$ cat src/rtl/spi_pkg.sv
// -----------------------------------------------------------------------------
// spi_pkg
// Shared definitions for the SPI frame scheduler and its slave-side model:
//   - sched_state_e   : scheduler FSM states (IDLE/EXEC/WAIT/GAP)
//   - CTRL_*_DFLT     : default control codes for write and read frames
//   - frame_width()   : total frame width for a given field geometry
//   - frame_field_lsb(): bit offset of each frame field, so master and slave
//                        agree on the layout without duplicating arithmetic
// -----------------------------------------------------------------------------
package spi_pkg;

    typedef enum logic [1:0] {
        IDLE = 2'd0,
        EXEC = 2'd1,
        WAIT = 2'd2,
        GAP  = 2'd3
    } sched_state_e;

    typedef enum logic [1:0] {
        FIELD_CTRL    = 2'd0,
        FIELD_ADDR    = 2'd1,
        FIELD_PAYLOAD = 2'd2
    } frame_field_e;

    localparam logic [7:0] CTRL_WRITE_DFLT = 8'h3a;
    localparam logic [7:0] CTRL_READ_DFLT  = 8'h3b;

    // Encoding of the round-robin history flag.
    localparam logic LAST_GRANT_WR = 1'b0;
    localparam logic LAST_GRANT_RD = 1'b1;

    function automatic int frame_width(input int ctrl_w, input int addr_w,
                                       input int payload_bytes);
        return ctrl_w + addr_w + (32'sd8 * payload_bytes);
    endfunction

    // Frame is {ctrl, addr, payload}, MSB first, so the payload sits at bit 0.
    function automatic int frame_field_lsb(input frame_field_e field,
                                           input int addr_w,
                                           input int payload_bytes);
        int lsb;
        case (field)
            FIELD_CTRL:    lsb = addr_w + (32'sd8 * payload_bytes);
            FIELD_ADDR:    lsb = 32'sd8 * payload_bytes;
            FIELD_PAYLOAD: lsb = 32'sd0;
            default:       lsb = 32'sd0;
        endcase
        return lsb;
    endfunction

endpackage

$ cat src/rtl/rr_arbiter2.sv
// -----------------------------------------------------------------------------
// rr_arbiter2
// Two-requester round-robin arbiter (requester 0 = write, 1 = read).
// Ports:
//   clock, reset : system clock, asynchronous active-high reset
//   req_wr/req_rd: request inputs
//   update       : commit the current grant into the history flag
//   gnt[1:0]     : combinational one-hot grant (bit0 write, bit1 read)
// A lone request always wins; a tie goes to the side not granted last.
// The history flag resets to "read" so write wins the first tie.
// -----------------------------------------------------------------------------
module rr_arbiter2
    import spi_pkg::*;
(
    input  logic       clock,
    input  logic       reset,
    input  logic       req_wr,
    input  logic       req_rd,
    input  logic       update,
    output logic [1:0] gnt
);

    logic last_grant_q;
    logic last_grant_d;

    // Grant selection and history update.
    always_comb begin
        gnt          = 2'b00;
        last_grant_d = last_grant_q;
        if (req_wr && req_rd) begin
            if (last_grant_q == LAST_GRANT_RD) begin
                gnt = 2'b01;
            end else begin
                gnt = 2'b10;
            end
        end else if (req_wr) begin
            gnt = 2'b01;
        end else if (req_rd) begin
            gnt = 2'b10;
        end else begin
            gnt = 2'b00;
        end

        if (update && gnt[1]) begin
            last_grant_d = LAST_GRANT_RD;
        end else if (update && gnt[0]) begin
            last_grant_d = LAST_GRANT_WR;
        end else begin
            last_grant_d = last_grant_q;
        end
    end

    // History flag register.
    always_ff @(posedge clock or posedge reset) begin
        if (reset) begin
            last_grant_q <= LAST_GRANT_RD;
        end else begin
            last_grant_q <= last_grant_d;
        end
    end

endmodule

$ cat src/rtl/spi_frame_scheduler.sv
// -----------------------------------------------------------------------------
// spi_frame_scheduler
// Shares one SPI master frame port between a write-burst and a read-burst
// requester. Builds the {ctrl, addr, payload} frame, launches it with a
// one-cycle spi_exe, waits for spi_done (or aborts after TIMEOUT_CYCLES),
// then enforces GAP_CYCLES idle clocks before the next grant.
// Ports:
//   clock, reset            : system clock, asynchronous active-high reset
//   enable                  : permits new grants (in-flight frames continue)
//   wr_req/wr_addr/wr_data  : write request, held until wr_ack
//   wr_ack/wr_done          : grant and completion pulses for the writer
//   rd_req/rd_addr          : read request, held until rd_ack
//   rd_ack/rd_done          : grant and completion pulses for the reader
//   spi_exe/spi_tx_data     : frame start pulse and frame to the master
//   spi_done                : frame-complete pulse from the master
//   busy                    : scheduler is not IDLE
//   timeout                 : pulse when a frame is aborted
// All outputs are registered.
// -----------------------------------------------------------------------------
module spi_frame_scheduler
    import spi_pkg::*;
#(
    parameter int CTRL_WIDTH     = 32'sd8,
    parameter int ADDR_WIDTH     = 32'sd32,
    parameter int PAYLOAD_BYTES  = 32'sd64,
    parameter logic [CTRL_WIDTH-1:0] CTRL_WRITE = CTRL_WIDTH'(CTRL_WRITE_DFLT),
    parameter logic [CTRL_WIDTH-1:0] CTRL_READ  = CTRL_WIDTH'(CTRL_READ_DFLT),
    parameter int GAP_CYCLES     = 32'sd4,
    parameter int TIMEOUT_CYCLES = 32'sd65535,
    localparam int PAYLOAD_W     = 32'sd8 * PAYLOAD_BYTES,
    localparam int FRAME_WIDTH   = frame_width(CTRL_WIDTH, ADDR_WIDTH, PAYLOAD_BYTES)
) (
    input  logic                   clock,
    input  logic                   reset,
    input  logic                   enable,
    input  logic                   wr_req,
    input  logic [ADDR_WIDTH-1:0]  wr_addr,
    input  logic [PAYLOAD_W-1:0]   wr_data,
    output logic                   wr_ack,
    output logic                   wr_done,
    input  logic                   rd_req,
    input  logic [ADDR_WIDTH-1:0]  rd_addr,
    output logic                   rd_ack,
    output logic                   rd_done,
    output logic                   spi_exe,
    output logic [FRAME_WIDTH-1:0] spi_tx_data,
    input  logic                   spi_done,
    output logic                   busy,
    output logic                   timeout
);

    localparam int CTRL_LSB    = frame_field_lsb(FIELD_CTRL, ADDR_WIDTH, PAYLOAD_BYTES);
    localparam int ADDR_LSB    = frame_field_lsb(FIELD_ADDR, ADDR_WIDTH, PAYLOAD_BYTES);
    localparam int PAYLOAD_LSB = frame_field_lsb(FIELD_PAYLOAD, ADDR_WIDTH, PAYLOAD_BYTES);

    localparam bit GAP_EN = (GAP_CYCLES != 32'sd0);
    localparam bit TMO_EN = (TIMEOUT_CYCLES != 32'sd0);

    // Gap counter walks 0..GAP_CYCLES-1; timeout counter is $clog2(T+1) wide.
    localparam int GAP_W = (GAP_CYCLES > 32'sd1) ? $clog2(GAP_CYCLES) : 32'sd1;
    localparam int TMO_W = TMO_EN ? $clog2(TIMEOUT_CYCLES + 32'sd1) : 32'sd1;

    localparam logic [GAP_W-1:0] GAP_LAST = GAP_W'(GAP_CYCLES - 32'sd1);
    localparam logic [GAP_W-1:0] GAP_INC  = GAP_W'(1'b1);
    localparam logic [TMO_W-1:0] TMO_LAST = TMO_W'(TIMEOUT_CYCLES - 32'sd1);
    localparam logic [TMO_W-1:0] TMO_INC  = TMO_W'(1'b1);

    sched_state_e           state_q, state_d;
    logic                   wr_ack_q, wr_ack_d;
    logic                   rd_ack_q, rd_ack_d;
    logic                   wr_done_q, wr_done_d;
    logic                   rd_done_q, rd_done_d;
    logic                   spi_exe_q, spi_exe_d;
    logic                   busy_q, busy_d;
    logic                   timeout_q, timeout_d;
    logic                   grant_rd_q, grant_rd_d;
    logic [FRAME_WIDTH-1:0] tx_data_q, tx_data_d;
    logic [TMO_W-1:0]       tmo_cnt_q, tmo_cnt_d;
    logic [GAP_W-1:0]       gap_cnt_q, gap_cnt_d;

    logic [FRAME_WIDTH-1:0] wr_frame_s;
    logic [FRAME_WIDTH-1:0] rd_frame_s;
    logic                   arb_update_s;
    logic [1:0]             arb_gnt_s;

    rr_arbiter2 u_arb (
        .clock  (clock),
        .reset  (reset),
        .req_wr (wr_req),
        .req_rd (rd_req),
        .update (arb_update_s),
        .gnt    (arb_gnt_s)
    );

    // Frame assembly for both requesters; read frames carry a zero payload.
    always_comb begin
        wr_frame_s = '0;
        rd_frame_s = '0;
        wr_frame_s[CTRL_LSB +: CTRL_WIDTH]   = CTRL_WRITE;
        wr_frame_s[ADDR_LSB +: ADDR_WIDTH]   = wr_addr;
        wr_frame_s[PAYLOAD_LSB +: PAYLOAD_W] = wr_data;
        rd_frame_s[CTRL_LSB +: CTRL_WIDTH]   = CTRL_READ;
        rd_frame_s[ADDR_LSB +: ADDR_WIDTH]   = rd_addr;
    end

    // Scheduler next-state, counters and output pulses.
    always_comb begin
        state_d      = state_q;
        wr_ack_d     = 1'b0;
        rd_ack_d     = 1'b0;
        wr_done_d    = 1'b0;
        rd_done_d    = 1'b0;
        spi_exe_d    = 1'b0;
        timeout_d    = 1'b0;
        grant_rd_d   = grant_rd_q;
        tx_data_d    = tx_data_q;
        tmo_cnt_d    = tmo_cnt_q;
        gap_cnt_d    = gap_cnt_q;
        arb_update_s = (state_q == IDLE) && enable && (wr_req || rd_req);

        case (state_q)
            IDLE: begin
                if (enable && arb_gnt_s[0]) begin
                    state_d    = EXEC;
                    wr_ack_d   = 1'b1;
                    spi_exe_d  = 1'b1;
                    grant_rd_d = 1'b0;
                    tx_data_d  = wr_frame_s;
                end else if (enable && arb_gnt_s[1]) begin
                    state_d    = EXEC;
                    rd_ack_d   = 1'b1;
                    spi_exe_d  = 1'b1;
                    grant_rd_d = 1'b1;
                    tx_data_d  = rd_frame_s;
                end else begin
                    state_d = IDLE;
                end
            end
            EXEC: begin
                state_d   = WAIT;
                tmo_cnt_d = '0;
            end
            WAIT: begin
                // A done arriving on the expiry edge still counts as done.
                if (spi_done) begin
                    wr_done_d = ~grant_rd_q;
                    rd_done_d = grant_rd_q;
                    state_d   = GAP_EN ? GAP : IDLE;
                    gap_cnt_d = '0;
                end else if (TMO_EN && (tmo_cnt_q == TMO_LAST)) begin
                    timeout_d = 1'b1;
                    state_d   = GAP_EN ? GAP : IDLE;
                    gap_cnt_d = '0;
                end else begin
                    tmo_cnt_d = tmo_cnt_q + TMO_INC;
                end
            end
            GAP: begin
                if (gap_cnt_q == GAP_LAST) begin
                    state_d = IDLE;
                end else begin
                    gap_cnt_d = gap_cnt_q + GAP_INC;
                end
            end
            default: begin
                state_d = IDLE;
            end
        endcase

        busy_d = (state_d != IDLE);
    end

    // State, counter and output registers.
    always_ff @(posedge clock or posedge reset) begin
        if (reset) begin
            state_q    <= IDLE;
            wr_ack_q   <= 1'b0;
            rd_ack_q   <= 1'b0;
            wr_done_q  <= 1'b0;
            rd_done_q  <= 1'b0;
            spi_exe_q  <= 1'b0;
            busy_q     <= 1'b0;
            timeout_q  <= 1'b0;
            grant_rd_q <= 1'b0;
            tx_data_q  <= '0;
            tmo_cnt_q  <= '0;
            gap_cnt_q  <= '0;
        end else begin
            state_q    <= state_d;
            wr_ack_q   <= wr_ack_d;
            rd_ack_q   <= rd_ack_d;
            wr_done_q  <= wr_done_d;
            rd_done_q  <= rd_done_d;
            spi_exe_q  <= spi_exe_d;
            busy_q     <= busy_d;
            timeout_q  <= timeout_d;
            grant_rd_q <= grant_rd_d;
            tx_data_q  <= tx_data_d;
            tmo_cnt_q  <= tmo_cnt_d;
            gap_cnt_q  <= gap_cnt_d;
        end
    end

    assign wr_ack      = wr_ack_q;
    assign rd_ack      = rd_ack_q;
    assign wr_done     = wr_done_q;
    assign rd_done     = rd_done_q;
    assign spi_exe     = spi_exe_q;
    assign spi_tx_data = tx_data_q;
    assign busy        = busy_q;
    assign timeout     = timeout_q;

endmodule

$ cat config.mk
export PLATFORM = sky130hd
export DESIGN_NAME = spi_frame_scheduler
export DESIGN_NICKNAME = d
export VERILOG_FILES = /design/src/rtl/spi_pkg.sv /design/src/rtl/rr_arbiter2.sv /design/src/rtl/spi_frame_scheduler.sv
export SDC_FILE = /design/constraint.sdc
export NUM_CORES = 1
export LEC_CHECK = 0
export ABC_CLOCK_PERIOD_IN_PS = 30200
export CAP_MARGIN = 20
export CORE_AREA = 2 2 443 445
export DETAILED_ROUTE_END_ITERATION = 8
export DIE_AREA = 0 0 445 447
export DONT_BUFFER_PORTS = 1
export SKIP_CTS_REPAIR_TIMING = 1
export SYNTH_ARGS = -nofsm -noshare
export SYNTH_HDL_FRONTEND = slang
export SYNTH_HIERARCHICAL = 1
export SYNTH_SLANG_ARGS = --single-unit
export TNS_END_PERCENT = 100
$ cat constraint.sdc
create_clock -name clock -period 30.2 [get_ports clock]
set_input_delay 3.02 -clock clock [delete_from_list [all_inputs] [get_ports clock]]
set_output_delay 3.02 -clock clock [all_outputs]
set_load 0.005 [all_outputs]
=== Word-level counts from Yosys, hierarchy flattened ===
Cells that the tools add are included.

* Equal/unequal tests: 9
* Muxes and demuxes: 37
* Reduce and logical (&&, ||, !) cells: 17
* Bitwise gates (word level): 1
* $add $sub $neg: 2

{| class="wikitable"
|+ Operator list
! cell !! number
|-
| 552-bit two-way mux || 2
|-
| 16-bit two-way mux || 2
|-
| 16-bit case mux with 2 select lines || 1
|-
| 1-bit two-way mux || 20
|-
| 2-bit two-way mux || 10
|-
| 16-bit by 1-bit adder with 16-bit output, second input constant || 1
|-
| 16-bit == test, second input constant || 1
|-
| 2-bit nonzero test || 5
|-
| 2-bit case mux with 4 select lines || 1
|-
| 1-bit logical AND || 7
|-
| 2-bit == test, second input constant || 3
|-
| 2-bit != test, second input constant || 3
|-
| 3-bit AND reduction || 2
|-
| 2-bit case mux with 2 select lines || 1
|-
| 3-bit != test, second input constant || 1
|-
| 2-bit by 1-bit adder with 2-bit output, second input constant || 1
|-
| 2-bit by 1-bit == test with 1-bit output, second input constant || 1
|-
| 2-bit logical NOT || 1
|-
| 2-bit AND reduction || 1
|-
| 1-bit logical OR || 1
|-
| 1-bit NOT || 1
|}

* Output and inout bits: 559
* Input bits: 582
* Register bits after elaboration: 581

=== Logic depth before layout (Yosys ltp) ===
Gate-level depths: netlist (run 1).

* Depth in word-level cells: 8
* Mapped depth: 8
* Mapped depth without buffers: 6

=== By module ===
The synthesis (run 1) kept the hierarchy.

{| class="wikitable"
|+ Modules (own cells, without submodules)
! module !! times used !! area each (um2) !! cells each
|-
| spi_frame_scheduler || 1 || 20,820.0 || 1,397
|-
| rr_arbiter2 || 1 || 60.1 || 7
|}

=== Worst setup path after synthesis (run 1) ===
Ideal clock, no wire load.

* Path type: input-to-reg
* Start point: in wr_req
* End point: reg tx_data_q[242], in the netlist spi_tx_data[242]
* Arrival: 4.498 ns
* Setup slack: 25.635 ns
* Data required time: 30.134 ns
* Stages on the path: 7
* Cell sequence: a21boi_1 nand2_1 nor3_1 clkbuf_1 clkbuf_1 buf_1 a22o_1

* Cells in the longest elaborated chain, start to end: 5

{| class="wikitable"
|+ Ends and longest elaborated chain
! element !! RTL line !! source
|-
| from (decl) || spi_frame_scheduler.sv:36 || <nowiki>input logic wr_req,</nowiki>
|-
| 2-bit two-way mux or 1-bit logical AND (tied branches) || rr_arbiter2.sv:36, rr_arbiter2.sv:30 ||
|-
| 2-bit two-way mux * || rr_arbiter2.sv:30 || <nowiki>if (req_wr && req_rd) begin</nowiki>
|-
| 1-bit logical AND (on tied branches) || spi_frame_scheduler.sv:123, spi_frame_scheduler.sv:129 ||
|-
| 2-bit nonzero test (no line) || -- ||
|-
| 2-bit AND reduction (no line) || -- ||
|-
| to (signal assigned) || spi_frame_scheduler.sv:198 || <nowiki>tx_data_q <= tx_data_d;</nowiki>
|-
| to (decl) || spi_frame_scheduler.sv:77 || <nowiki>logic [FRAME_WIDTH-1:0] tx_data_q, tx_data_d;</nowiki>
|}

Mark *: on every way between the ends. The rest lies on a longest branch, timed or not.
A chain may end at the register's enable or synchronous reset.

=== Worst setup path after layout (run 1) ===
* Start point: in wr_req
* End point: reg tx_data_q[498], in the netlist spi_tx_data[498]

Same word-level chain as after synthesis.

==> run summary, run 1 <==
Fin Clk Skew: 0.0263 ns
Crit path launch type: primary input
# rows: 162
Post-synthesis xor/xnor area fraction: 0
Clock insertion delay at the later pin of the skew report: 0.69 ns
Final antenna-violating net count: 0
Synth top area cells: dfrtp_1 (69%), a22o_1 (21%), mux2_2 (3.5%), clkbuf_1 (1.3%), buf_2 (1.0%)
Critical path endpoint category: flop
Hpwl dp: 119000 um
Post-synthesis sequential element count: 574
Seq/Total Area, Yosys: 0.688
Number of flops mapped to enable cells by yosys: 0
First-pass GRT wire length: 171000 um
Synth Flop Type: dfrtp_1
Hold depth: 1
Synth Warn #: 6
Slew margin rel.: 0.100
Adder-cell share of the synthesized area: 0.00180
Async set-reset flop share out of synthesis: 1.00
Fill count: 21500
Reg2reg end: spi_tx_data[498]$_DFFE_PP0P_
Vias post-DR: 14400
Syn-to-layout area delta: 26.0%
Peak Freq: 169 MHz
Mapped cell area: 20900 um2
Starting Density: 0.108
Vias in the first global route: 13200
Largest area contributor in the netlist: dfrtp_1
Synth Area in Compound Gates: 0.224
Full die area: 199000 um2
Top cell type's share of synthesized area: 0.687
H-tree lvl count: 3
Final WL: 143000 um
R2R setup slack: 26.08 ns
Post-layout util: 0.136
Pwr dens: 121 nW/um2
Worst hold slack: 0.495 ns
Cells after Synth: 1404
Minimum clock period: 5.91 ns
Leakage power: 0.0112 uW
GR Util met1: 0.147
Routing usage on met2: 0.205
Avg WL per Cell: 35.7 um
Hold_sp: tmo_cnt_q[14]$_DFFE_PP0P_
Worst EP required: 30.78 ns
Initial antenna violation count: 184
Setup_tns: 0 ns
1st-iter DRT viols: 1450
Reg clk slew, reported paths: 0.07 ns
Worst Reg-to-Reg Cells: 7
Largest net degree at the start of global routing: 191
Drc violations: 0
I/O Pins: 1141
Hold crit path type: reg2reg
DR pass1 iterations: 5
Clock Tree Buf Depth: 3
CTS sink count: 574
Post-Synth Simple-Gate Area: 0.0171
Reg2reg start: u_arb/last_grant_q$_DFFE_PP1P_
RSZ-0062 raised after global routing: no
Critical Path AT: 6.49 ns
Outcome: finished, final reports clean
Most common cell after layout, fill and taps aside: dfrtp_1
Max Fanout on Critical Path: 190
DIE WIDTH: 445 um
Worst Tran Pin Value: 1.35 ns
Clk root buf: clkbuf_16
CTS Buf Count: 73
Ratio of final minimum period to clock period: 0.196
Avg Inst Size Synth: 14.9 um2
Peak VDD IR: 0.0580 mV
Chip height: 447 um
WS Path Type: in2reg
Max Cap Violations: 0
Yosys cell types: 45
Port Buffers: 0
Combinational family with the most area after synthesis: compound AO/OA/AOI/OAI gates
Final setup violation count: 0
Busiest grt layer: met2
Global route overflow: 0
Met3 Use GR: 0.0982
Via/cell ratio: 3.60
Nets: 1952
Placer Congestion: 1.08
Total track usage: 0.137
Hold Fails Final Rpt: 0
Worst Hold End: tmo_cnt_q[14]$_DFFE_PP0P_
Pins over their slew limit: 0
Mux cell area share after synthesis: 0.0393
Core ar.: 194000 um2
Most frequent cells in the layout: dfrtp_1 (573), a22o_1 (512), clkbuf_16 (75), mux2_2 (64), nand2_1 (21)
CTS tree: done
Share of layout cells above drive strength 1: 0.150
## metrics by stage
stage	total power, uW	instance area, um2	instances	setup WS, ns
6_report	3180	26300	4005	24.29
3_5_place_dp	2300	23700	3833	23.75
5_1_grt	3320	26300	3979	24.20
3_3_place_gp	2280	23700	3833	23.88
2_1_floorplan	1790	20900	1406	11.15
4_1_cts	3260	26200	3963	24.51
## power by group
part | switching [uW] | internal (uW) | leakage, uW | total (uW)
Sequential | 647 | 1140 | 0.00756 | 1790
Combinational | 153 | 300 | 0.00238 | 453
Clock | 379 | 552 | 0.00122 | 931
Total | 1180 | 2000 | 0.0112 | 3180
## cell type report
type / instances / area, um2 / share of cell area
Sequential cell: 574 / 14400 / 0.546
Antenna cell: 41 / 103 / 0.00390
Tap cell: 2542 / 3180 / 0.121
Clock buffer: 93 / 2050 / 0.0781
Multi-Input combinational cell: 693 / 5930 / 0.225
Clock inverter: 37 / 445 / 0.0169
Inverter: 7 / 33.8 / 0.00128
Timing Repair Buffer: 18 / 205 / 0.00780
## critical path, cell delays in order
cell      delay, ns
a21boi_1       0.38
nand2_2        0.64
nor3_2         0.49
buf_4          0.65
buf_12         0.45
a22o_1         0.27
## routing by layer
| layer | up-vias | routed length, um |
|---|---|---|
| met3 | 363 | 21900 |
| met4 | 154 | 5540 |
| li1 | 5416 | - |
| met5 | - | 1010 |
| met1 | 7394 | 50800 |
| met2 | 1081 | 63900 |
## Yosys cell counts, drive strengths merged, types with 2 or more instances
cell type / number
mux2i: 10
nor2: 9
dfrtp: 573
nor4: 2
nand2b: 2
nand2: 22
a22o: 512
mux2: 64
a21oi: 7
nor3: 5
a211oi: 2
a21boi: 2
or3: 4
ha: 3
and3: 6
inv: 6
nor2b: 3
nand4: 4
o21ai: 8
nand3: 5
buf: 57
clkbuf: 75
a31oi: 5
## kinds of logic (layout without fill, tap and decap cells)
| family | Yosys count | after routing |
|---|---|---|
| AND/OR/NAND/NOR | 69 | 69 |
| AO/OA/AOI/OAI | 544 | 544 |
| multiplexers | 74 | 74 |
| flip-flops | 574 | 574 |
| other | 1 | 44 |
| adder cells (fa/ha/maj) | 3 | 3 |
| buffers and inverters | 139 | 155 |
## worst max-delay path by stage
stage | from | endpoint | depth (start not counted)
CTS | wr_req | spi_tx_data[436]$_DFFE_PP0P_ | 6
global route | wr_req | spi_tx_data[480]$_DFFE_PP0P_ | 6
detailed placement | wr_req | spi_tx_data[436]$_DFFE_PP0P_ | 6
floorplan | reset | busy$_DFF_PP0_ | 1
finish | wr_req | spi_tx_data[498]$_DFFE_PP0P_ | 6
global placement | wr_req | spi_tx_data[388]$_DFFE_PP0P_ | 6
## flip-flops by register name, indices dropped and copies added (netlist names)
name and count:
spi_tx_data 546, tmo_cnt_q 16, gap_cnt_q 2, state_q 2, busy 1, rd_ack 1, rd_done 1, spi_exe 1
timeout 1, u_arb/last_grant_q 1, wr_ack 1, wr_done 1
Note: power is estimated with default switching activity, not from simulation.
==> run 2, diff against run 1 <==
--- a/config.mk
+++ b/config.mk
@@ -5,11 +5,11 @@
 export SDC_FILE = /design/constraint.sdc
 export NUM_CORES = 1
 export LEC_CHECK = 0
-export ABC_CLOCK_PERIOD_IN_PS = 30200
+export ABC_CLOCK_PERIOD_IN_PS = 5400
 export CAP_MARGIN = 20
-export CORE_AREA = 2 2 443 445
+export CORE_AREA = 2 2 441 443
 export DETAILED_ROUTE_END_ITERATION = 8
-export DIE_AREA = 0 0 445 447
+export DIE_AREA = 0 0 443 445
 export DONT_BUFFER_PORTS = 1
 export SKIP_CTS_REPAIR_TIMING = 1
 export SYNTH_ARGS = -nofsm -noshare
==> constraint.sdc (replaced) <==
create_clock -name clock -period 5.4 [get_ports clock]
set_input_delay 0.54 -clock clock [delete_from_list [all_inputs] [get_ports clock]]
set_output_delay 0.54 -clock clock [all_outputs]
set_load 0.005 [all_outputs]
==> run 2 against run 1 <==
  * Via count grew 19%
  * Global-route usage grew 0.37 points
  * Cell count grew 14%
  * Critical path depth grew 1
  * Wire length grew 3.7%
  * Critical path type is now reg2reg
  * Critical endpoint is now spi_tx_data[488]$_DFFE_PP0P_
  * Largest power group unchanged
==> run summary, run 2 (synthesis gave the netlist of run 1 again) <==
Outcome: finished, final reports clean
Starting Density: 0.109
Crit path launch type: flop
Global route overflow: 0
CTS sink count: 574
Max Fanout on Critical Path: 142
Clock Tree Buf Depth: 3
Final antenna-violating net count: 0
Syn-to-layout area delta: 52.4%
CTS tree: done
Switching share of total power: 0.363
Pwr dens: 569 nW/um2
Comb power frac: 0.167
I/O Pins: 1141
Critical path endpoint category: flop
Sw power: 6570 uW
Reg clk slew, reported paths: 0.06 ns
Ratio of final minimum period to clock period: 0.652
# rows: 161
Vias in the first global route: 13400
Critical Path AT: 4.11 ns
Most frequent cells in the layout: dfrtp_1 (573), dlygate4sd3_1 (514), a22o_1 (512), clkbuf_16 (77), mux2_2 (64)
Nets: 2472
Setup_tns: 0 ns
Placer Congestion: 1.05
Via/cell ratio: 3.74
Clock insertion delay at the later pin of the skew report: 0.69 ns
Final setup violation count: 0
Total Power: 18100 uW
CTS Buf Count: 75
Most common cell after layout, fill and taps aside: dfrtp_1
Worst Reg-to-Reg Cells: 7
Leakage power: 0.0134 uW
Hold Fails Final Rpt: 0
Drc violations: 0
Peak VDD IR: 0.268 mV
Share of layout cells above drive strength 1: 0.112
DIE WIDTH: 443 um
Fill count: 20900
Pins over their slew limit: 0
H-tree lvl count: 3
R2R setup slack: 1.88 ns
Full die area: 197000 um2
Initial antenna violation count: 245
Minimum clock period: 3.52 ns
Largest register FFs: 546
Worst EP required: 5.99 ns
Flop pwr share: 0.538
1st-iter DRT viols: 1781
Chip height: 445 um
Max Cap Violations: 0
Core ar.: 192000 um2
Final WL: 148000 um
Worst hold slack: 0.0272 ns
Total track usage: 0.141
Hold crit path type: in2reg
Peak Freq: 284 MHz
Fin Clk Skew: 0.0387 ns
First-pass GRT wire length: 176000 um
Vias post-DR: 17100
Hpwl dp: 121000 um
Avg WL per Cell: 32.4 um
Clk root buf: clkbuf_16
Hold depth: 2
Largest net degree at the start of global routing: 149
Internal power: 11500 uW
Port Buffers: 0
WS Path Type: reg2reg
Slew margin rel.: 0.236
Worst Tran Pin Value: 1.15 ns
Clock power frac: 0.295
RSZ-0062 raised after global routing: no
Post-layout util: 0.166
DR pass1 iterations: 6
-- run 2: metal layers --
layer,up-vias,track usage,share of wire
met2,1345,0.220,0.47
met3,464,0.125,0.13
met4,180,0.0473,0.033
met5,-,0,0.0082
met1,8610,0.133,0.36
li1,6523,-,-
-- run 2: power by group through the flow --
stage | Combinational, uW | Clock, uW | Sequential, uW
after CTS | 2570 | 5510 | 9910
after global placement | 2420 | 0 | 9970
after floorplan | 2270 | 0 | 7760
after detailed placement | 2540 | 0 | 9940
after global routing | 3320 | 5710 | 9850
final | 3020 | 5350 | 9740
-- run 2: area by class of cell --
type                            instances  area [um2]  area share
Inverter                                7        30.0    0.000944
Multi-Input combinational cell        693        5930       0.186
Clock buffer                           95        2100      0.0661
Antenna cell                          108         270     0.00849
Tap cell                             2526        3160      0.0993
Timing Repair Buffer                  536        5460       0.172
Clock inverter                         36         494      0.0155
Sequential cell                       574       14400       0.451
-- run 2: path summary, 6_finish.rpt --
check	from	endpoint
setup / recovery	u_arb/last_grant_q$_DFFE_PP1P_	spi_tx_data[488]$_DFFE_PP0P_
hold / removal	rd_req	u_arb/last_grant_q$_DFFE_PP1P_
setup reg to reg	u_arb/last_grant_q$_DFFE_PP1P_	spi_tx_data[488]$_DFFE_PP0P_
hold reg to reg	tmo_cnt_q[14]$_DFFE_PP0P_	tmo_cnt_q[14]$_DFFE_PP0P_
max in group asynchronous	reset	spi_tx_data[491]$_DFFE_PP0P_
min in group asynchronous	reset	u_arb/last_grant_q$_DFFE_PP1P_
-- run 2: worst max-delay path, cell delays in order (launching register included) --
cell and delay [ns]:
dfstp_2 0.55, inv_1 0.04, a21boi_1 0.36, nand2_2 0.64, nor3_2 0.36, buf_4 0.31
buf_12 0.30, a22o_1 0.26
-- run 2: through the flow --
stage | area (um2) | cells | setup WS [ns]
after floorplan | 20900 | 1406 | -2.95
after global placement | 23800 | 3821 | 2.10
after detailed placement | 23800 | 3822 | 2.08
after CTS | 26400 | 3953 | 2.07
after global routing | 31700 | 4533 | 1.74
final | 31800 | 4575 | 1.88
